===== src/rtl/nav_pkg.sv =====
// Shared types and constants for the navigate command responder.
// The optional opening-input synchronizer is selected with NAV_OPN_SYNC_EN.
package nav_pkg;

    typedef enum logic [2:0] {
        IDLE,
        HEADING,
        RAMP_UP,
        DEC_FAST,
        DEC_SLOW
    } nav_state_t;

    localparam int FAST_DEC_SHIFT = 2;
    localparam int SLOW_DEC_SHIFT = 1;
    localparam int SPD_W          = 11;

endpackage


===== src/rtl/navigate_if.sv =====
// Command/status bundle between the maze solver and navigate.
// Solver side is master, navigate side is slave.
interface navigate_if;
    import nav_pkg::*;

    logic             strt_hdng;
    logic             strt_mv;
    logic             stp_lft;
    logic             stp_rght;
    logic             hdng_rdy;
    logic             at_hdng;
    logic             lft_opn;
    logic             rght_opn;
    logic             frwrd_opn;
    logic             mv_cmplt;
    logic             moving;
    logic             en_fusion;
    logic [SPD_W-1:0] frwrd_spd;

    modport master (
        output strt_hdng, strt_mv, stp_lft, stp_rght,
        output hdng_rdy, at_hdng,
        output lft_opn, rght_opn, frwrd_opn,
        input  mv_cmplt, moving, en_fusion, frwrd_spd
    );

    modport slave (
        input  strt_hdng, strt_mv, stp_lft, stp_rght,
        input  hdng_rdy, at_hdng,
        input  lft_opn, rght_opn, frwrd_opn,
        output mv_cmplt, moving, en_fusion, frwrd_spd
    );

endinterface


===== src/rtl/nav_spd_ramp.sv =====
// Forward speed register: load, saturating ramp-up, clamping ramp-down.
// Every step is paced by hdng_rdy; load takes priority.
module nav_spd_ramp
    import nav_pkg::*;
#(
    parameter logic [SPD_W-1:0] FRWRD_INC = 11'h018,
    parameter logic [SPD_W-1:0] MIN_FRWRD = 11'h0D0,
    parameter logic [SPD_W-1:0] MAX_FRWRD = 11'h2A0
) (
    input  logic             clk,
    input  logic             rst_n,
    input  logic             load,
    input  logic             inc,
    input  logic             dec,
    input  logic             dec_fast,
    input  logic             hdng_rdy,
    output logic [SPD_W-1:0] spd
);

    logic [SPD_W:0]   step;
    logic [SPD_W:0]   sum;
    logic [SPD_W:0]   diff;
    logic [SPD_W-1:0] spd_nxt;

    // One extra bit so overflow saturates and underflow clamps.
    assign step = dec_fast ? ({1'b0, FRWRD_INC} << FAST_DEC_SHIFT)
                           : ({1'b0, FRWRD_INC} << SLOW_DEC_SHIFT);
    assign sum  = {1'b0, spd} + {1'b0, FRWRD_INC};
    assign diff = {1'b0, spd} - step;

    always_comb begin
        spd_nxt = spd;
        if (load)
            spd_nxt = MIN_FRWRD;
        else if (hdng_rdy && inc)
            spd_nxt = (sum > {1'b0, MAX_FRWRD}) ? MAX_FRWRD : sum[SPD_W-1:0];
        else if (hdng_rdy && dec)
            spd_nxt = diff[SPD_W] ? '0 : diff[SPD_W-1:0];
    end

    always_ff @(posedge clk or negedge rst_n) begin
        if (!rst_n)
            spd <= '0;
        else
            spd <= spd_nxt;
    end

endmodule


===== src/rtl/navigate.sv =====
// Heading/move command responder between the solver FSM and the PID path.
// Define NAV_OPN_SYNC_EN to double-flop the wall-opening inputs.
module navigate
    import nav_pkg::*;
#(
    parameter logic [SPD_W-1:0] FRWRD_INC = 11'h018,
    parameter logic [SPD_W-1:0] MIN_FRWRD = 11'h0D0,
    parameter logic [SPD_W-1:0] MAX_FRWRD = 11'h2A0
) (
    input  logic       clk,
    input  logic       rst_n,
    navigate_if.slave  nav
);

    nav_state_t       state;
    logic             lft_use;
    logic             rght_use;
    logic             frwrd_use;
    logic             lft_ff;
    logic             rght_ff;
    logic             lft_rise;
    logic             rght_rise;
    logic             stop_req;
    logic             spd_load;
    logic             mv_cmplt;
    logic             moving;
    logic [SPD_W-1:0] spd;

`ifdef NAV_OPN_SYNC_EN
    logic [1:0] lft_sync;
    logic [1:0] rght_sync;
    logic [1:0] frwrd_sync;

    // Reset to "open" so nothing looks like a fresh edge or a blockage.
    always_ff @(posedge clk or negedge rst_n) begin
        if (!rst_n) begin
            lft_sync   <= 2'b11;
            rght_sync  <= 2'b11;
            frwrd_sync <= 2'b11;
        end else begin
            lft_sync   <= {lft_sync[0], nav.lft_opn};
            rght_sync  <= {rght_sync[0], nav.rght_opn};
            frwrd_sync <= {frwrd_sync[0], nav.frwrd_opn};
        end
    end

    assign lft_use   = lft_sync[1];
    assign rght_use  = rght_sync[1];
    assign frwrd_use = frwrd_sync[1];
`else
    assign lft_use   = nav.lft_opn;
    assign rght_use  = nav.rght_opn;
    assign frwrd_use = nav.frwrd_opn;
`endif

    always_ff @(posedge clk or negedge rst_n) begin
        if (!rst_n) begin
            lft_ff  <= 1'b1;
            rght_ff <= 1'b1;
        end else begin
            lft_ff  <= lft_use;
            rght_ff <= rght_use;
        end
    end

    assign lft_rise  = lft_use & ~lft_ff;
    assign rght_rise = rght_use & ~rght_ff;
    assign stop_req  = (nav.stp_lft & lft_rise) |
                       (nav.stp_rght & rght_rise);
    assign spd_load  = (state == IDLE) & ~nav.strt_hdng & nav.strt_mv;

    always_ff @(posedge clk or negedge rst_n) begin
        if (!rst_n) begin
            state    <= IDLE;
            mv_cmplt <= 1'b0;
            moving   <= 1'b0;
        end else begin
            mv_cmplt <= 1'b0;
            unique case (state)
                IDLE: begin
                    if (nav.strt_hdng) begin
                        state  <= HEADING;
                        moving <= 1'b1;
                    end else if (nav.strt_mv) begin
                        state  <= RAMP_UP;
                        moving <= 1'b1;
                    end
                end
                HEADING: begin
                    if (nav.at_hdng) begin
                        state    <= IDLE;
                        moving   <= 1'b0;
                        mv_cmplt <= 1'b1;
                    end
                end
                RAMP_UP: begin
                    if (!frwrd_use)
                        state <= DEC_FAST;
                    else if (stop_req)
                        state <= DEC_SLOW;
                end
                DEC_SLOW: begin
                    if (spd == '0) begin
                        state    <= IDLE;
                        moving   <= 1'b0;
                        mv_cmplt <= 1'b1;
                    end else if (!frwrd_use) begin
                        state <= DEC_FAST;
                    end
                end
                DEC_FAST: begin
                    if (spd == '0) begin
                        state    <= IDLE;
                        moving   <= 1'b0;
                        mv_cmplt <= 1'b1;
                    end
                end
                default: begin
                    state  <= IDLE;
                    moving <= 1'b0;
                end
            endcase
        end
    end

    nav_spd_ramp #(
        .FRWRD_INC (FRWRD_INC),
        .MIN_FRWRD (MIN_FRWRD),
        .MAX_FRWRD (MAX_FRWRD)
    ) u_ramp (
        .clk      (clk),
        .rst_n    (rst_n),
        .load     (spd_load),
        .inc      (state == RAMP_UP),
        .dec      ((state == DEC_FAST) || (state == DEC_SLOW)),
        .dec_fast (state == DEC_FAST),
        .hdng_rdy (nav.hdng_rdy),
        .spd      (spd)
    );

    assign nav.frwrd_spd = spd;
    assign nav.mv_cmplt  = mv_cmplt;
    assign nav.moving    = moving;
    assign nav.en_fusion = spd > (MAX_FRWRD >> 1);

endmodule


===== src/flat_wrapper.sv =====
// flat-port wrapper written by rule: the top's interface ports become plain ports
module navigate_flat import nav_pkg::*;
#(
    parameter logic [SPD_W-1:0] FRWRD_INC = 11'h018,
    parameter logic [SPD_W-1:0] MIN_FRWRD = 11'h0D0,
    parameter logic [SPD_W-1:0] MAX_FRWRD = 11'h2A0
)
  (clk, rst_n, nav_strt_hdng, nav_strt_mv, nav_stp_lft, nav_stp_rght, nav_hdng_rdy, nav_at_hdng, nav_lft_opn, nav_rght_opn, nav_frwrd_opn, nav_mv_cmplt, nav_moving, nav_en_fusion, nav_frwrd_spd);
  navigate_if nav_i ();
  input  logic clk;
  input  logic rst_n;
  input wire logic [$bits(nav_i.strt_hdng)-1:0] nav_strt_hdng;
  input wire logic [$bits(nav_i.strt_mv)-1:0] nav_strt_mv;
  input wire logic [$bits(nav_i.stp_lft)-1:0] nav_stp_lft;
  input wire logic [$bits(nav_i.stp_rght)-1:0] nav_stp_rght;
  input wire logic [$bits(nav_i.hdng_rdy)-1:0] nav_hdng_rdy;
  input wire logic [$bits(nav_i.at_hdng)-1:0] nav_at_hdng;
  input wire logic [$bits(nav_i.lft_opn)-1:0] nav_lft_opn;
  input wire logic [$bits(nav_i.rght_opn)-1:0] nav_rght_opn;
  input wire logic [$bits(nav_i.frwrd_opn)-1:0] nav_frwrd_opn;
  output wire logic [$bits(nav_i.mv_cmplt)-1:0] nav_mv_cmplt;
  output wire logic [$bits(nav_i.moving)-1:0] nav_moving;
  output wire logic [$bits(nav_i.en_fusion)-1:0] nav_en_fusion;
  output wire logic [$bits(nav_i.frwrd_spd)-1:0] nav_frwrd_spd;
  assign nav_i.strt_hdng = nav_strt_hdng;
  assign nav_i.strt_mv = nav_strt_mv;
  assign nav_i.stp_lft = nav_stp_lft;
  assign nav_i.stp_rght = nav_stp_rght;
  assign nav_i.hdng_rdy = nav_hdng_rdy;
  assign nav_i.at_hdng = nav_at_hdng;
  assign nav_i.lft_opn = nav_lft_opn;
  assign nav_i.rght_opn = nav_rght_opn;
  assign nav_i.frwrd_opn = nav_frwrd_opn;
  assign nav_mv_cmplt = nav_i.mv_cmplt;
  assign nav_moving = nav_i.moving;
  assign nav_en_fusion = nav_i.en_fusion;
  assign nav_frwrd_spd = nav_i.frwrd_spd;
  navigate #(.FRWRD_INC(FRWRD_INC), .MIN_FRWRD(MIN_FRWRD), .MAX_FRWRD(MAX_FRWRD)) u_core (.clk(clk), .rst_n(rst_n), .nav(nav_i));
endmodule

===== config.mk =====
export PLATFORM = sky130hd
export DESIGN_NAME = navigate_flat
export DESIGN_NICKNAME = d
export VERILOG_FILES = /design/src/rtl/nav_pkg.sv /design/src/rtl/navigate_if.sv /design/src/rtl/nav_spd_ramp.sv /design/src/rtl/navigate.sv /design/src/flat_wrapper.sv
export SDC_FILE = /design/constraint.sdc
export NUM_CORES = 1
export LEC_CHECK = 0
export ABC_CLOCK_PERIOD_IN_PS = 5700
export BUFFER_PORTS_ARGS = -buffer_cell sky130_fd_sc_hd__clkbuf_2
export CAP_MARGIN = 20
export CELL_PAD_IN_SITES_DETAIL_PLACEMENT = 1
export CELL_PAD_IN_SITES_GLOBAL_PLACEMENT = 2
export CORE_MARGIN = 10
export CORE_UTILIZATION = 35
export CTS_CLUSTER_SIZE = 40
export DETAILED_ROUTE_END_ITERATION = 12
export HOLD_SLACK_MARGIN = 0.08
export PLACE_DENSITY = 0.91
export SLEW_MARGIN = 0
export SYNTH_ARGS = -nofsm -noshare
export SYNTH_HDL_FRONTEND = slang
export SYNTH_SLANG_ARGS = --single-unit
export TNS_END_PERCENT = 5

===== constraint.sdc =====
create_clock -name clk -period 5.7 [get_ports clk]
set_input_delay 1.14 -clock clk [delete_from_list [all_inputs] [get_ports clk]]
set_output_delay 1.14 -clock clk [all_outputs]
set_load 0.1 [all_outputs]

; Yosys cells after proc, flatten, opt, wreduce, memory -nomap -nowiden
; Index checks and enable logic that the tools add are counted.
; Widths: inputs -> output; s select.
[classes]
order_cmp = 2
mux = 23
add_sub_neg = 2
n_reduce_logical = 9
bitwise = 11
n_eq_ne = 10
[ops]
columns = operator, count
row1 = $mux 11, 5
row2 = $mux 3, 8
row3 = $pmux 3 s5, 1
row4 = $add 11x5->12 const B, 1
row5 = $gt 12x10->1 const B, 1
row6 = $sub 11x12->12, 1
row7 = $gt 11x9->1 const B, 1
row8 = $logic_not 11->1, 1
row9 = $mux 7, 1
row10 = $and 1x1->1, 6
row11 = $eq 3x2->1 const B, 2
row12 = $mux 1, 6
row13 = $ne 3x2->1 const B, 2
row14 = $reduce_and 5->1, 1
row15 = $ne 2x1->1 const B, 2
row16 = $not 1->1, 4
row17 = $pmux 1 s4, 1
row18 = $reduce_and 4->1, 1
row19 = $eq 3x1->1 const B, 1
row20 = $eq 3x3->1 const B, 1
row21 = $logic_not 3->1, 1
row22 = $ne 3x3->1 const B, 1
row23 = $reduce_bool 3->1, 1
row24 = $logic_and 1x1->1, 2
row25 = other kinds (5), 5
[totals]
ff_bits = 18
output_inout_bits = 14

; Logic depth before layout (Yosys ltp)
[logic_depth]
depth_word = 7
ltp_mapped = 11
ltp_nobuf = 10

; Cells and area by module
; From an unflattened synthesis, not the netlist that was laid out.
[unflattened]
cells_unflattened = 161
area_unflattened_um2 = 1440.1
[by_module_without_submodules]
columns = mod, cells_per_inst, area_per_inst_um2, n_inst, seq_area_each_um2
row1 = nav_spd_ramp, 103, 892.1, 1, 200.2
row2 = navigate, 58, 548.0, 1, 177.7

; Least setup slack after synthesis
; No wires, ideal clock.
[synth_path]
path_type = reg2out
startpoint = register u_core.u_ramp.spd[3]
endpoint = output port nav_en_fusion
path_stages_with_launch = 7
n_path_buf = 0
path_slack_ps = 2279
arrival_ps = 2281
cell_sequence = dfrtp_1 inv_1 ha_1 nor2_1 o21a_1 o21ai_0 nand2_1
[synth_between]
elab_chain_len = 1
[synth_rtl]
columns = element, line
row1 = from (decl), nav_spd_ramp.sv:17  ; output logic [SPD_W-1:0] spd
row2 = from (signal assigned), nav_spd_ramp.sv:45  ; spd <= spd_nxt;
row3 = $gt 11x9->1, navigate.sv:144  ; assign nav.en_fusion = spd > (MAX_FRWRD >> 1);
row4 = to (decl), flat_wrapper.sv:23  ; output wire logic [$bits(nav_i.en_fusion)-1:0] nav_en_fusion;
; Every way passes these cells.

; Final worst setup path
; Ends and elaborated chain as after synthesis.

==> metrics <==
Multi-input gate area=891 sq um; CP cell instances=inv_1, ha_1, nor2_1, o21a_1, o21ai_0, nand2_1, clkbuf_2; outcome=completed; R2R setup slack=2840 ps; Worst Tran Pin Value=940 ps; Min-Delay Path Class=reg -> reg; FF+latch count, synth=15; Pre-antenna DRT Iters=4; Unique masters post-synth=57; CTS Hold Bufs=0; die width=about 82 um; antenna cells=0; Starting Density=36.5%; Vias/cell=5.91; Final #Nets=194; I/O pin total=25; worst reg2reg path depth=8; Mapped Area=1350 sq um; DR iter-0 viols=roughly 120; total CTS buffers=3; Register Area=378 sq um; Max Cap Violations=0; Filler Cell Count=467; wire per inst=approximately 17 um; antenna-violating nets left=0; endpoints failing hold=0; slowest cell on the critical path=dfrtp_1; # port buffers=21; post-DP HPWL=approximately 3000 um; # resized after CTS=0; post-route setup TNS=0 ps; endpoint class of the critical path=output pin; Crit Path Max Fanout=8; Area Growth Syn to Fin=11.7%; via count=1329; Post-synth EDFFs=0; crit-path max cell delay=500 ps; GRT Residual Overflow=0; R2R Path End=u_core.u_ramp.spd[8]; worst reg2reg startpoint=u_core.state[1]; Slew headroom=36.5%; top post-synthesis cells by count=dfrtp_1, nand2_1, o21ai_0; drt drc=0; clock sink count=15; Seq/Total Area, Yosys=approximately 28%; unrepaired setup endpoints after global routing=false; Clock Latency Late Sink=260 ps; Mean Syn Cell Area=8.35 sq um; area share of the largest cell type after synthesis=roughly 24%; Arr. time, crit path=1890 ps; Slew Limit Fails=0; Synth Instances=161; Die H=82.0 um; crit path to=nav_en_fusion; layout cells sized above 1=19.8%; Clk pin slew, worst setup/hold paths=70 ps; CTS tree=yes; Worst Path Required=4560 ps; clk buf depth=2; die area=6720 sq um; crit path launch type=flop; Clock Skew=9.14 ps; CP startpoint=u_core.u_ramp.spd[3]; vias in the first global route=1331; Clock H-tree levels=1; YS warnings=0; ys async rst share=100%; final setup fails=0; crit path time final=3030 ps; number of antenna violations at the first check in global routing=0; pin count of the biggest net entering global routing=16; dominant cell type by area after synthesis=dfrtp_1; top post-synthesis cells by area=dfrtp_1, o21ai_0, ha_1, dfstp_2, nor2b_1; gpl congestion=0.830; gr usage total=between 10% and 20%; postcts setup bufs=0; top_reg_cell synth=dfrtp_1; Rows=22; first-pass GRT wire length=6420 um; Core Region=3690 sq um; CTS Root Cell=clkbuf_8; Fmax=0.330 GHz; fin crit share=53.1%; final wirelength=3850 um; WS Path Type=reg -> out
[worst min-delay path by stage]
stage / from / end / slack [ps] / cells after the start
6_report: u_core.nav.moving / u_core.nav.moving / 550 / 2
5_1_grt: u_core.nav.moving / u_core.nav.moving / 580 / 2
4_1_cts: u_core.nav.moving / u_core.nav.moving / 560 / 2
3_5_place_dp: u_core.nav.moving / u_core.nav.moving / 550 / 2
3_3_place_gp: u_core.nav.moving / u_core.nav.moving / 520 / 2
2_1_floorplan: u_core.state[0] / u_core.state[1] / 630 / 2
[worst max-delay path, delay by kind of cell, from the launching register on]
family | cells | cell delay [ps]
DFF | 1 | 500
AOI/OAI and AO/OA | 2 | 190
adders and majority gates | 1 | 210
buffers and inverters | 2 | 560
and+or+nand+nor | 2 | 180
[cell usage in the layout (no fill, tap or decap), types with 2 or more instances in the layout]
master    netlist  routed
o31ai_1         2       2
or4_1           2       2
a21o_1          3       3
nor3_1          8       8
dfstp_2         2       2
clkbuf_2        0      21
conb_1          1       3
nand2_1        13      13
mux2i_1         4       4
a22oi_1         3       3
nand3b_1        3       3
or3_1           2       2
clkbuf_8        0       3
inv_1           6       6
o21ai_0        13      13
nand2b_1        4       4
nor2_1          7       7
dfrtp_1        13      13
a211o_1         3       3
o22ai_1         2       2
a211oi_1        5       5
nand3_1         3       3
a21oi_1         9       9
ha_1            5       5
nor2b_1         8       8
[registers in the layout, summed over array words and instances (netlist names)]
name,flops
u_core.u_ramp.spd,8
u_core.state,3
u_core.lft_ff,1
u_core.nav.moving,1
u_core.nav.mv_cmplt,1
u_core.rght_ff,1
[kinds of logic after synthesis]
logic type	count (synthesis)	synth area share (%)
mux	5	3.81
simple gates	62	27.3
flops	15	28.1
other cells	1	0.279
xor+xnor	2	1.30
fa+ha+maj	5	4.65
buf+inv	17	6.23
compound gates	54	28.4
[routing by layer]
metal | vias to the layer above | share of wire (%) | track usage, %
li1 | 637 | - | -
met4 | 0 | 0.96 | 3.57
met1 | 652 | 45 | 14.7
met2 | 35 | 49 | 19.7
met3 | 5 | 5.7 | 2.18
met5 | - | 0 | 0
[stage by stage]
| stage | area [sq um] | util, % | hold WS, ps | instances | setup WS (ps) |
|---|---|---|---|---|---|
| 2_1_floorplan | 1350 | - | 632 | 163 | 2280 |
| 3_3_place_gp | 1460 | 39.5 | 517 | 221 | 2990 |
| 3_5_place_dp | 1460 | 39.5 | 546 | 221 | 2930 |
| 4_1_cts | 1500 | 40.7 | 563 | 225 | 2650 |
| 5_1_grt | 1500 | 40.7 | 582 | 225 | 2520 |
| 6_report | 1500 | 40.7 | 555 | 225 | 2670 |
[final cells by class]
cell class | count | area share, %
Tap cell | 48 | 4.00
Multi-Input combinational cell | 131 | 59.3
Sequential cell | 15 | 25.1
Clock buffer | 3 | 2.75
Inverter | 6 | 1.50
Timing Repair Buffer | 21 | 6.99
Clock inverter | 1 | 0.333
Power is left out: the tool's default activity adds up to more than one toggle a clock period on the data nets, which glitch-free logic cannot reach.
